$ cat src/rtl/keypad_bcd_entry.sv
// Multi-digit PS/2 number entry: decodes make events into BCD digits and
// edits a DIGITS-wide entry buffer with backspace, clear and enter/commit.
module keypad_bcd_entry #(
  parameter int DIGITS    = 4,
  parameter bit EN_TOPROW = 1'b1
) (
  input  logic                  clk,
  input  logic                  rst_n,
  input  logic                  key_valid,
  input  logic [8:0]            last_change,
  output logic [4*DIGITS-1:0]   digits,
  output logic [3:0]            count,
  output logic                  num_valid,
  output logic [4*DIGITS-1:0]   num_out,
  output logic                  overflow,
  output logic [1:0]            state_o
);

  localparam int         W      = 4 * DIGITS;
  localparam logic [3:0] MAXCNT = 4'(DIGITS);

  typedef enum logic [1:0] {
    S_EMPTY = 2'd0,
    S_ENTRY = 2'd1,
    S_DONE  = 2'd2,
    S_BAD   = 2'd3
  } state_t;

  state_t       r_state;
  logic [W-1:0] r_digits;
  logic [3:0]   r_count;
  logic         r_num_valid;
  logic [W-1:0] r_num_out;
  logic         r_overflow;

  state_t       w_state_next;
  logic [W-1:0] w_digits_next;
  logic [3:0]   w_count_next;
  logic         w_num_valid_next;
  logic [W-1:0] w_num_out_next;
  logic         w_overflow_next;

  logic         w_ext;
  logic [7:0]   w_code;
  logic         w_pad_hit;
  logic [3:0]   w_pad_digit;
  logic         w_top_hit;
  logic [3:0]   w_top_digit;
  logic         w_is_digit;
  logic [3:0]   w_digit;
  logic         w_is_bksp;
  logic         w_is_enter;
  logic         w_is_clear;

  assign w_ext  = last_change[8];
  assign w_code = last_change[7:0];

  // Extended codes sharing keypad scan codes are navigation keys, never digits.
  always_comb begin
    w_pad_hit   = 1'b1;
    w_pad_digit = 4'd0;
    case (w_code)
      8'h70: w_pad_digit = 4'd0;
      8'h69: w_pad_digit = 4'd1;
      8'h72: w_pad_digit = 4'd2;
      8'h7A: w_pad_digit = 4'd3;
      8'h6B: w_pad_digit = 4'd4;
      8'h73: w_pad_digit = 4'd5;
      8'h74: w_pad_digit = 4'd6;
      8'h6C: w_pad_digit = 4'd7;
      8'h75: w_pad_digit = 4'd8;
      8'h7D: w_pad_digit = 4'd9;
      default: w_pad_hit = 1'b0;
    endcase
  end

  generate
    if (EN_TOPROW) begin : g_toprow
      always_comb begin
        w_top_hit   = 1'b1;
        w_top_digit = 4'd0;
        case (w_code)
          8'h45: w_top_digit = 4'd0;
          8'h16: w_top_digit = 4'd1;
          8'h1E: w_top_digit = 4'd2;
          8'h26: w_top_digit = 4'd3;
          8'h25: w_top_digit = 4'd4;
          8'h2E: w_top_digit = 4'd5;
          8'h36: w_top_digit = 4'd6;
          8'h3D: w_top_digit = 4'd7;
          8'h3E: w_top_digit = 4'd8;
          8'h46: w_top_digit = 4'd9;
          default: w_top_hit = 1'b0;
        endcase
      end
    end else begin : g_no_toprow
      assign w_top_hit   = 1'b0;
      assign w_top_digit = 4'd0;
    end
  endgenerate

  assign w_is_digit = !w_ext && (w_pad_hit || w_top_hit);
  assign w_digit    = w_pad_hit ? w_pad_digit : w_top_digit;
  assign w_is_bksp  = !w_ext && (w_code == 8'h66);
  assign w_is_clear = !w_ext && (w_code == 8'h76);
  assign w_is_enter = (w_code == 8'h5A);

  always_comb begin
    w_state_next     = r_state;
    w_digits_next    = r_digits;
    w_count_next     = r_count;
    w_num_valid_next = 1'b0;
    w_num_out_next   = r_num_out;
    w_overflow_next  = r_overflow;
    if (r_state == S_BAD) begin
      w_state_next    = S_EMPTY;
      w_digits_next   = '0;
      w_count_next    = 4'd0;
      w_overflow_next = 1'b0;
    end else if (key_valid) begin
      if (w_is_clear) begin
        w_state_next    = S_EMPTY;
        w_digits_next   = '0;
        w_count_next    = 4'd0;
        w_overflow_next = 1'b0;
      end else if (w_is_digit) begin
        if (r_state == S_DONE) begin
          // A digit after a commit starts a fresh number.
          w_digits_next      = '0;
          w_digits_next[3:0] = w_digit;
          w_count_next       = 4'd1;
          w_overflow_next    = 1'b0;
          w_state_next       = S_ENTRY;
        end else if (r_count >= MAXCNT) begin
          w_overflow_next = 1'b1;
        end else begin
          w_digits_next      = r_digits << 4;
          w_digits_next[3:0] = w_digit;
          w_count_next       = r_count + 4'd1;
          w_state_next       = S_ENTRY;
        end
      end else if (w_is_bksp && (r_state == S_ENTRY)) begin
        w_digits_next   = r_digits >> 4;
        w_count_next    = r_count - 4'd1;
        w_overflow_next = 1'b0;
        if (r_count == 4'd1) begin
          w_state_next = S_EMPTY;
        end
      end else if (w_is_enter && (r_state == S_ENTRY)) begin
        w_num_out_next   = r_digits;
        w_num_valid_next = 1'b1;
        w_overflow_next  = 1'b0;
        w_state_next     = S_DONE;
      end
    end
  end

  always_ff @(posedge clk or negedge rst_n) begin
    if (!rst_n) begin
      r_state     <= S_EMPTY;
      r_digits    <= '0;
      r_count     <= 4'd0;
      r_num_valid <= 1'b0;
      r_num_out   <= '0;
      r_overflow  <= 1'b0;
    end else begin
      r_state     <= w_state_next;
      r_digits    <= w_digits_next;
      r_count     <= w_count_next;
      r_num_valid <= w_num_valid_next;
      r_num_out   <= w_num_out_next;
      r_overflow  <= w_overflow_next;
    end
  end

  assign digits    = r_digits;
  assign count     = r_count;
  assign num_valid = r_num_valid;
  assign num_out   = r_num_out;
  assign overflow  = r_overflow;
  assign state_o   = r_state;

endmodule
$ cat config.mk
export PLATFORM = sky130hd
export DESIGN_NAME = keypad_bcd_entry
export DESIGN_NICKNAME = d
export VERILOG_FILES = /design/src/rtl/keypad_bcd_entry.sv
export SDC_FILE = /design/constraint.sdc
export NUM_CORES = 1
export LEC_CHECK = 0
export BUFFER_PORTS_ARGS = -buffer_cell sky130_fd_sc_hd__buf_4
export CAP_MARGIN = 20
export CORE_ASPECT_RATIO = 1.25
export CORE_MARGIN = 5
export CORE_UTILIZATION = 45
export CTS_CLUSTER_DIAMETER = 200
export CTS_CLUSTER_SIZE = 30
export DETAILED_ROUTE_END_ITERATION = 7
export GPL_ROUTABILITY_DRIVEN = 0
export PLACE_DENSITY = 0.77
export SYNTH_ARGS = -nofsm -noshare
export SYNTH_HDL_FRONTEND = slang
export SYNTH_SLANG_ARGS = --single-unit
$ cat constraint.sdc
create_clock -name clk -period 1.7 [get_ports clk]
set_input_delay 0.17 -clock clk [delete_from_list [all_inputs] [get_ports clk]]
set_output_delay 0.17 -clock clk [all_outputs]
set_load 0.02 [all_outputs]
# Word level (Yosys, flattened, before mapping)

Index checks and enable logic that the tools add are counted.

$add $sub $neg: 2
$mul: 0
Divide/modulo/power cells: 0
Order comparisons: 1
Equal/unequal tests: 30
Shift-type cells: 0
Muxes and demuxes: 42
Bitwise operators: 4
Reductions and logical operators: 16

Operators by type and width:

| cell                                                                     | number |
|---|---|
| 8-bit by 7-bit equality test with 1-bit output (second input constant)   | 15 |
| 16-bit two-way mux                                                       | 7 |
| 4-bit case mux with 9 select lines                                       | 2 |
| 8-bit by 6-bit equality test with 1-bit output (second input constant)   | 6 |
| 4-bit two-way mux                                                        | 8 |
| 10-bit OR reduction                                                      | 2 |
| 2-bit two-way mux                                                        | 9 |
| 8-bit by 5-bit equality test with 1-bit output (second input constant)   | 2 |
| 1-bit two-way mux                                                        | 16 |
| 3-bit AND reduction                                                      | 2 |
| 6-bit AND reduction                                                      | 1 |
| 1-bit logical AND                                                        | 5 |
| 5-bit by 1-bit inequality test with 1-bit output (second input constant) | 1 |
| 5-bit by 4-bit inequality test with 1-bit output (second input constant) | 1 |
| 5-bit inequality test (second input constant)                            | 1 |
| 5-bit nonzero test                                                       | 1 |
| 4-bit by 1-bit adder with 4-bit output (second input constant)           | 1 |
| 2-bit equality test (second input constant)                              | 2 |
| 4-bit by 1-bit equality test with 1-bit output (second input constant)   | 1 |
| 4-bit by 3-bit >= comparator with 1-bit output (second input constant)   | 1 |
| 1-bit NOT                                                                | 4 |
| 4-bit AND reduction                                                      | 1 |
| 4-bit nonzero test                                                       | 1 |
| 4-bit by 1-bit subtractor with 4-bit output (second input constant)      | 1 |
| 4 further kinds                                                          | 4 |

Register bits: 40
Latch bits: 0
RAM bits: 0
Bits in read-only memories: 0
Input port bits: 12
Output and inout port bits: 40
Word-level logic and storage cells: 101
Memories kept: 0

# Logic depth before layout (Yosys ltp)

Gate-level depths: netlist of the first run.

Depth in word-level cells: 10
Gate-level depth with buffers: 10
Depth with buffers taken out: 7

# Least setup slack after synthesis of the first run

Ideal clock, no wire load.

Path kind: in2reg
From: input port last_change[4]
To: register r_count[2], in the netlist count[2]
Library setup time: 122 ps
Data arrival time: 2113 ps
Required time: 1578 ps
Path slack: -534 ps
Stages on the path: 9
Path buffers: 2
Cell sequence: buf_2 -> and4b_1 -> a22o_1 -> a211o_1 -> or4_4 -> o221ai_4 -> buf_6 -> a21oi_1 -> o22a_1

Word-level cells in the longest chain between the ends: 9
Elaborated cells between the ends (all ways): 38
Classes of those cells: eq/ne (23); mux (6); reduce/logical (9)

RTL lines:

| item                                                                   | line   | RTL |
|---|---|---|
| from (decl)                                                            | 10     | `input logic [8:0] last_change,` |
| 8-bit by 7-bit equality test with 1-bit output (tied with other cells) | 62     | `case (w_code)` |
| 10-bit OR reduction (no source line)                                   | --     |  |
| 1-bit two-way mux, on equally long branches                            | 62, 82 |  |
| 1-bit logical OR                                                       | 102    | `assign w_is_digit = !w_ext && (w_pad_hit \|\| w_top_hit);` |
| 1-bit logical AND                                                      | 102    |  |
| 4-bit two-way mux                                                      | 126    | `end else if (w_is_digit) begin` |
| 4-bit two-way mux                                                      | 121    | `if (w_is_clear) begin` |
| 4-bit two-way mux                                                      | 120    | `end else if (key_valid) begin` |
| 4-bit two-way mux                                                      | 115    | `if (r_state == S_BAD) begin` |
| to (signal assigned)                                                   | 169    | `r_count <= w_count_next;` |
| to (decl)                                                              | 31     | `logic [3:0] r_count;` |

Several ways; a longest one is shown, not always the timed one. The select of a mux whose other input is x is not followed.
A chain may end at the register's enable or synchronous reset.

# Final worst setup path of the first run

From: input port last_change[2]
To: register r_digits[14], in the netlist digits[14]

Word-level cells in the longest chain between the ends: 9
Elaborated cells between the ends (all ways): 38
Classes of those cells: eq/ne (23); mux (6); reduce/logical (9)

RTL lines:

| item                                                                   | line   | RTL |
|---|---|---|
| 8-bit by 7-bit equality test with 1-bit output (tied with other cells) | 62     |  |
| 10-bit OR reduction (no source line)                                   | --     |  |
| 1-bit two-way mux, on equally long branches                            | 62, 82 |  |
| 1-bit logical OR                                                       | 102    |  |
| 1-bit logical AND                                                      | 102    |  |
| 16-bit two-way mux                                                     | 126    |  |
| 16-bit two-way mux                                                     | 121    |  |
| 16-bit two-way mux                                                     | 120    |  |
| 16-bit two-way mux                                                     | 115    |  |
| to (signal assigned)                                                   | 168    | `r_digits <= w_digits_next;` |
| to (decl)                                                              | 30     | `logic [W-1:0] r_digits;` |

Several ways; a longest one is shown, not always the timed one. The select of a mux whose other input is x is not followed.

==> results of run 1 <==
[metrics by stage]
step,cell area [µm²],power [mW]
2_1_floorplan,2390,1.57
3_5_place_dp,3060,1.91
3_3_place_gp,3060,1.89
4_1_cts,3340,2.70
6_report,3570,2.77
5_1_grt,3570,2.90
[cells in the final DEF, fill, tap and decap left out, types with 4 or more instances in the layout]
| cell type | instances |
|---|---|
| buf_4 | 81 |
| nand3_1 | 5 |
| buf_12 | 6 |
| nand2_1 | 69 |
| o21ai_1 | 7 |
| inv_1 | 5 |
| clkbuf_8 | 5 |
| nand2b_1 | 4 |
| nor2_1 | 15 |
| a31oi_1 | 8 |
| a22o_1 | 7 |
| o22ai_1 | 4 |
| nor3b_1 | 7 |
| dfrtp_1 | 40 |
| buf_6 | 13 |
[metal layers]
metal | up-vias | GRT usage, % | wire length (µm)
li1 | 1158 | - | -
met1 | 1169 | 25.9 | 2790
met2 | 94 | 34.8 | 3820
met3 | 34 | 2.65 | 419
met4 | 0 | 10.7 | 366
met5 | - | 0 | 0
[cells by family (layout without fill, tap and decap cells)]
family / after synthesis / after routing / synth area share, %
AOI/OAI and AO/OA: 63 / 63 / 20.7
xor gates and xnor gates: 3 / 3 / 1.11
adders and majority gates: 3 / 3 / 1.59
buffers and inverters: 22 / 118 / 4.45
DFF: 40 / 40 / 42.4
muxes: 3 / 3 / 1.32
and+or+nand+nor: 138 / 138 / 28.4
[state kept, by name (all words and copies together) (netlist names)]
signal	cells
digits	16
overflow	1
num_out	16
state_o	2
count	4
num_valid	1
[path summary, 6_finish.rpt]
| path | start | to | slack, ns | cells after the start |
|---|---|---|---|---|
| min | last_change[8] | digits[3] | 0.32 | 3 |
| max in group asynchronous | rst_n | overflow | 0.98 | 2 |
| max | last_change[2] | digits[14] | -0.34 | 10 |
| max reg2reg | state_o[0] | digits[14] | -0.08 | 8 |
| min in group asynchronous | rst_n | digits[7] | 0.38 | 2 |
| min reg2reg | num_out[15] | num_out[15] | 0.48 | 2 |
[layout make-up]
type | instances | share of cell area, %
well taps | 62 | 2.18
flip-flops and latches | 40 | 28.1
clock inverters | 2 | 0.982
clock buffers | 6 | 2.04
inverters | 6 | 0.632
repair buffers | 104 | 26.4
multi-input cells | 210 | 39.8
[power by group]
| group | leakage, nW | switching (mW) | internal (mW) |
|---|---|---|---|
| registers | 0.550 | 0.102 | 1.02 |
| logic | 1.13 | 0.441 | 0.437 |
| clock network | 0.0552 | 0.337 | 0.436 |
[repair_timing]
item,CTS,global route
pin swaps,4,12
gates cloned,0,2
endpoints found under the hold margin,40,0
hold buffers,1,0
setup buffers,6,6
resized for setup,27,33
endpoints found under the setup margin,23,23
[worst max-delay path, cell delays in order]
cell and delay, ns:
buf_12 0.11, or3b_4 0.25, nor2_2 0.03, a221o_1 0.37
or4_4 0.57, o221ai_4 0.23, buf_12 0.17, buf_6 0.10
nor2_4 0.04, a22o_1 0.19
==> flow_metrics.py, run 1 <==
metrics = {
    "yosys": {
        "synth_cells": 272,
        "synth.most_common_cell": "nand2_1",
        "synth_top_area_cell": "dfrtp_1",
        "yosysUniqueCellTypes": 54,
        "synth_nets": 287,
        "async_flop_share_pct": 100,
        "ys_top_cells_by_area": "dfrtp_1 42%, nand2_1 12%, nor3b_1 3.2%",
        "synth_edf_count": 0,
        "syn_avg_cell_area_um2": 8.68,
        "ys_ff_latch": 40,
        "syn_area_mm2": 0.00236,
        "ys_seq_area_share_pct": 42.4,
        "ys_warn_count": 0,
        "synth_top_area_share_pct": 42.4,
        "synthTopCellsByCount": "73 x nand2_1, 40 x dfrtp_1, 19 x nor2_1, 10 x nor3b_1, 10 x o21ai_1",
        "postSynth.topFlopCell": "dfrtp_1",
    },
    "route": {
        "drt-total-wl_mm": 7.40,
        "wl_per_cell_um": 17.2,
        "ant_nets": 0,
        "dr.pass1.iters": 4,
        "routed_via_density": 5.71,
        "via_count": 2455,
        "drtIter0Drc": 204,
        "drc": 0,
    },
    "clocking": {
        "clock_sinks": 40,
        "cts_root_buf": "clkbuf_8",
        "htreeDepth": 2,
        "cts_buffers": 5,
        "cts_buffer_depth": 2,
        "clock_latency_ns": 0.30,
        "cts_tree": "done",
        "path_clk_slew_ns": 0.08,
    },
    "sta": {
        "max_freq_mhz": 490,
        "setup_violations": 23,
        "final.setup.tns_ns": -6.38,
        "worst_pin_slew_ns": 0.492,
        "min_period_ns": 2.04,
        "skew_ns": 0.00623,
        "slew_viol_final": 0,
        "slew_headroom_pct": 67.2,
        "rsz0062_at_grt": "yes",
        "hold_viol": 0,
        "setup_ws_ns": -0.340,
        "whs_ns": 0.316,
        "fin_crit_sh_pct": 120,
    },
    "min_path": {
        "hold_class": "primary input to register",
    },
    "cells_and_area": {
        "final_cells": 430,
        "multi_input_area_mm2": 0.00142,
        "fillerInstances": 380,
        "area_growth_pct": 51.0,
        "antenna_cells": 0,
        "postLayoutCoreUtil_pct": 70.2,
        "finalNetCount": 382,
        "regArea_mm2": 0.00100,
        "layout-drive-gt1-share_pct": 39.1,
    },
    "critical_path": {
        "crit_path_start_kind": "primary input",
        "crit_type": "primary input to register",
        "critPathRequiredTime_ns": 1.89,
        "endpoint_kind": "register",
        "crit_fanout": 8,
        "cp.arrival_ns": 2.23,
    },
    "outcome": {
        "status": "finished with violations",
        "failed_checks": "negative setup slack",
    },
    "floorplanning": {
        "initial_core_util_pct": 46.5,
        "die_w_um": 74.8,
        "core_mm2": 0.00508,
        "row_count": 29,
        "fp.dieH_um": 91.0,
        "dieArea_mm2": 0.00681,
        "ios": 52,
    },
    "grt": {
        "grt_pass1_vias": 2258,
        "grt_pass1_wl_mm": 11.2,
        "grt_start_max_net_pins": 41,
        "grt_usage_pct": 20.9,
        "antenna_found_initial": 0,
        "grt_overflow": 0,
    },
    "power": {
        "total_leakage_power_nw": 1.74,
        "peakVddDrop_mv": 0.503,
        "power_density_mw_per_mm2": 778,
    },
    "job": {
        "cap_viol_max_count": 0,
    },
    "placement": {
        "portBuffers": 51,
        "dp_slack_ns": -0.694,
        "hpwl_mm": 4.82,
        "dp.cells": 409,
    },
}
No activity file was read; power rests on OpenSTA's default activity.
==> inputs of run 2 (changes only) <==
Settings changed: PLACE_DENSITY 0.77 to 0.73.
==> flow_metrics.py, run 2 (same netlist as run 1, synthesis figures left out) <==
metrics = {
    "cells_and_area": {
        "finalNetCount": 388,
        "fillerInstances": 375,
        "antenna_cells": 0,
        "layout-drive-gt1-share_pct": 40.1,
        "area_growth_pct": 53.0,
        "most-common-layout-cells": "87 x buf_4, 68 x nand2_1, 40 x dfrtp_1",
        "final_cells": 436,
        "final_common_cell": "buf_4",
    },
    "sta": {
        "setup_violations": 23,
        "max_freq_mhz": 480,
        "rsz0062_at_grt": "yes",
        "worst_pin_slew_ns": 0.495,
        "hold_viol": 0,
        "min_period_ns": 2.08,
        "skew_ns": 0.00758,
        "whs_ns": 0.288,
        "final.setup.tns_ns": -6.39,
        "slew_headroom_pct": 67.0,
        "slew_viol_final": 0,
        "setup_ws_ns": -0.382,
        "fin_crit_sh_pct": 122,
    },
    "power": {
        "combPwrFrac_pct": 32.5,
        "seqPwrFrac_pct": 40.3,
        "peakVddDrop_mv": 0.566,
        "p_total_mw": 2.77,
        "total_leakage_power_nw": 1.76,
        "internal_power_mw": 1.90,
        "p_sw_uw": 872,
        "power_density_mw_per_mm2": 766,
        "pwr-share-clk_pct": 27.2,
        "netSwitchingFraction_pct": 31.5,
    },
    "critical_path": {
        "r2r_setup_slack_ns": -0.24,
        "crit_type": "primary input to register",
        "slowest_delay_ns": 0.59,
        "cp_top_family": "compound AO/OA/AOI/OAI gates",
        "cp.arrival_ns": 2.27,
        "critPathBufInv": 3,
        "endpoint_kind": "register",
        "critPathRequiredTime_ns": 1.89,
        "cpMaxStageDelayCell": "or4_4",
        "path_cells": "buf_4 -> and3b_1 -> o21ai_0 -> a211oi_4 -> or4_4 -> o221ai_4 -> buf_6 -> buf_6 -> a21oi_2 -> o22a_1",
        "crit_fanout": 8,
        "crit_top_cell": "buf_6",
        "crit_path_start_kind": "primary input",
    },
    "min_path": {
        "hold_class": "primary input to register",
    },
    "route": {
        "dr.pass1.iters": 4,
        "drt-total-wl_mm": 6.90,
        "wl_per_cell_um": 15.8,
        "routed_via_density": 5.52,
        "drtIter0Drc": 132,
        "drc": 0,
        "via_count": 2405,
        "ant_nets": 0,
    },
    "floorplanning": {
        "dieArea_mm2": 0.00681,
        "row_count": 29,
        "die_w_um": 74.8,
        "core_mm2": 0.00508,
        "ios": 52,
        "initial_core_util_pct": 46.5,
        "fp.dieH_um": 91.0,
    },
    "clocking": {
        "htreeDepth": 2,
        "cts_tree": "done",
        "cts_root_buf": "clkbuf_8",
        "cts_buffers": 5,
        "cts_buffer_depth": 2,
        "clock_latency_ns": 0.29,
        "clock_sinks": 40,
        "path_clk_slew_ns": 0.08,
    },
    "grt": {
        "grt_overflow": 0,
        "grt_pass1_vias": 2254,
        "grt_pass1_wl_mm": 10.5,
        "antenna_found_initial": 0,
        "grt_start_max_net_pins": 41,
        "grt_usage_pct": 19.6,
    },
    "placement": {
        "portBuffers": 51,
        "dp.cells": 411,
        "dp_slack_ns": -0.722,
        "hpwl_mm": 4.65,
    },
    "outcome": {
        "status": "finished with violations",
        "failed_checks": "negative setup slack",
    },
    "job": {
        "cap_viol_max_count": 0,
    },
}
[run 2: worst register-to-register path: stages, from the launching register on]
cell and delay (ns):
dfrtp_1 0.47, and2_1 0.21, nor2_1 0.15, nand2_1 0.20
o221ai_4 0.32, buf_6 0.18, buf_6 0.11, a21oi_2 0.03
o22a_1 0.17
[run 2: layout make-up]
class	instances	area, µm²	area share (%)
Tap cell	62	77.6	2.15
Clock buffer	6	72.6	2.01
Clock inverter	2	35.0	0.969
Multi-Input combinational cell	211	1440	39.9
Sequential cell	40	1000	27.7
Timing Repair Buffer	109	965	26.7
Inverter	6	22.5	0.623
[run 2: power by group through the flow]
stage	Combinational (mW)	Sequential [mW]	Clock (mW)
6_report	0.899	1.12	0.755
3_3_place_gp	0.795	1.12	0
5_1_grt	0.972	1.13	0.806
2_1_floorplan	0.347	1.22	0
4_1_cts	0.850	1.11	0.760
3_5_place_dp	0.801	1.13	0
[run 2: repair_timing]
action | CTS | global route
hold endpoints to repair | 40 | 0
pin swaps | 9 | 14
cloned | 2 | 2
endpoints found under the setup margin | 23 | 23
hold buffers | 1 | 0
buffers inserted | 8 | 6
resized for setup | 17 | 40
[run 2: worst paths after layout]
| kind | startpoint | end | depth (start not counted) |
|---|---|---|---|
| worst max-delay path | last_change[2] | count[2] | 10 |
| worst min-delay path | last_change[8] | digits[3] | 3 |
| worst max register to register | state_o[0] | count[2] | 8 |
| worst min register to register | num_out[6] | num_out[6] | 2 |
| max in group asynchronous | rst_n | digits[4] | 2 |
| min in group asynchronous | rst_n | num_out[9] | 2 |
[run 2: metal layers]
layer | up-vias | track usage (%) | wire [µm]
met5 | - | 0 | 0
met4 | 0 | 6.23 | 146
met3 | 17 | 3.43 | 326
met2 | 63 | 35.3 | 3710
met1 | 1147 | 23.0 | 2720
li1 | 1178 | - | -
[run 2: per-stage QoR]
step | cell area (µm²) | utilization [%]
after global routing | 3610 | 71.2
final | 3610 | 71.2
after floorplan | 2390 | -
after detailed placement | 3090 | 60.8
after global placement | 3090 | 60.8
after CTS | 3370 | 66.3
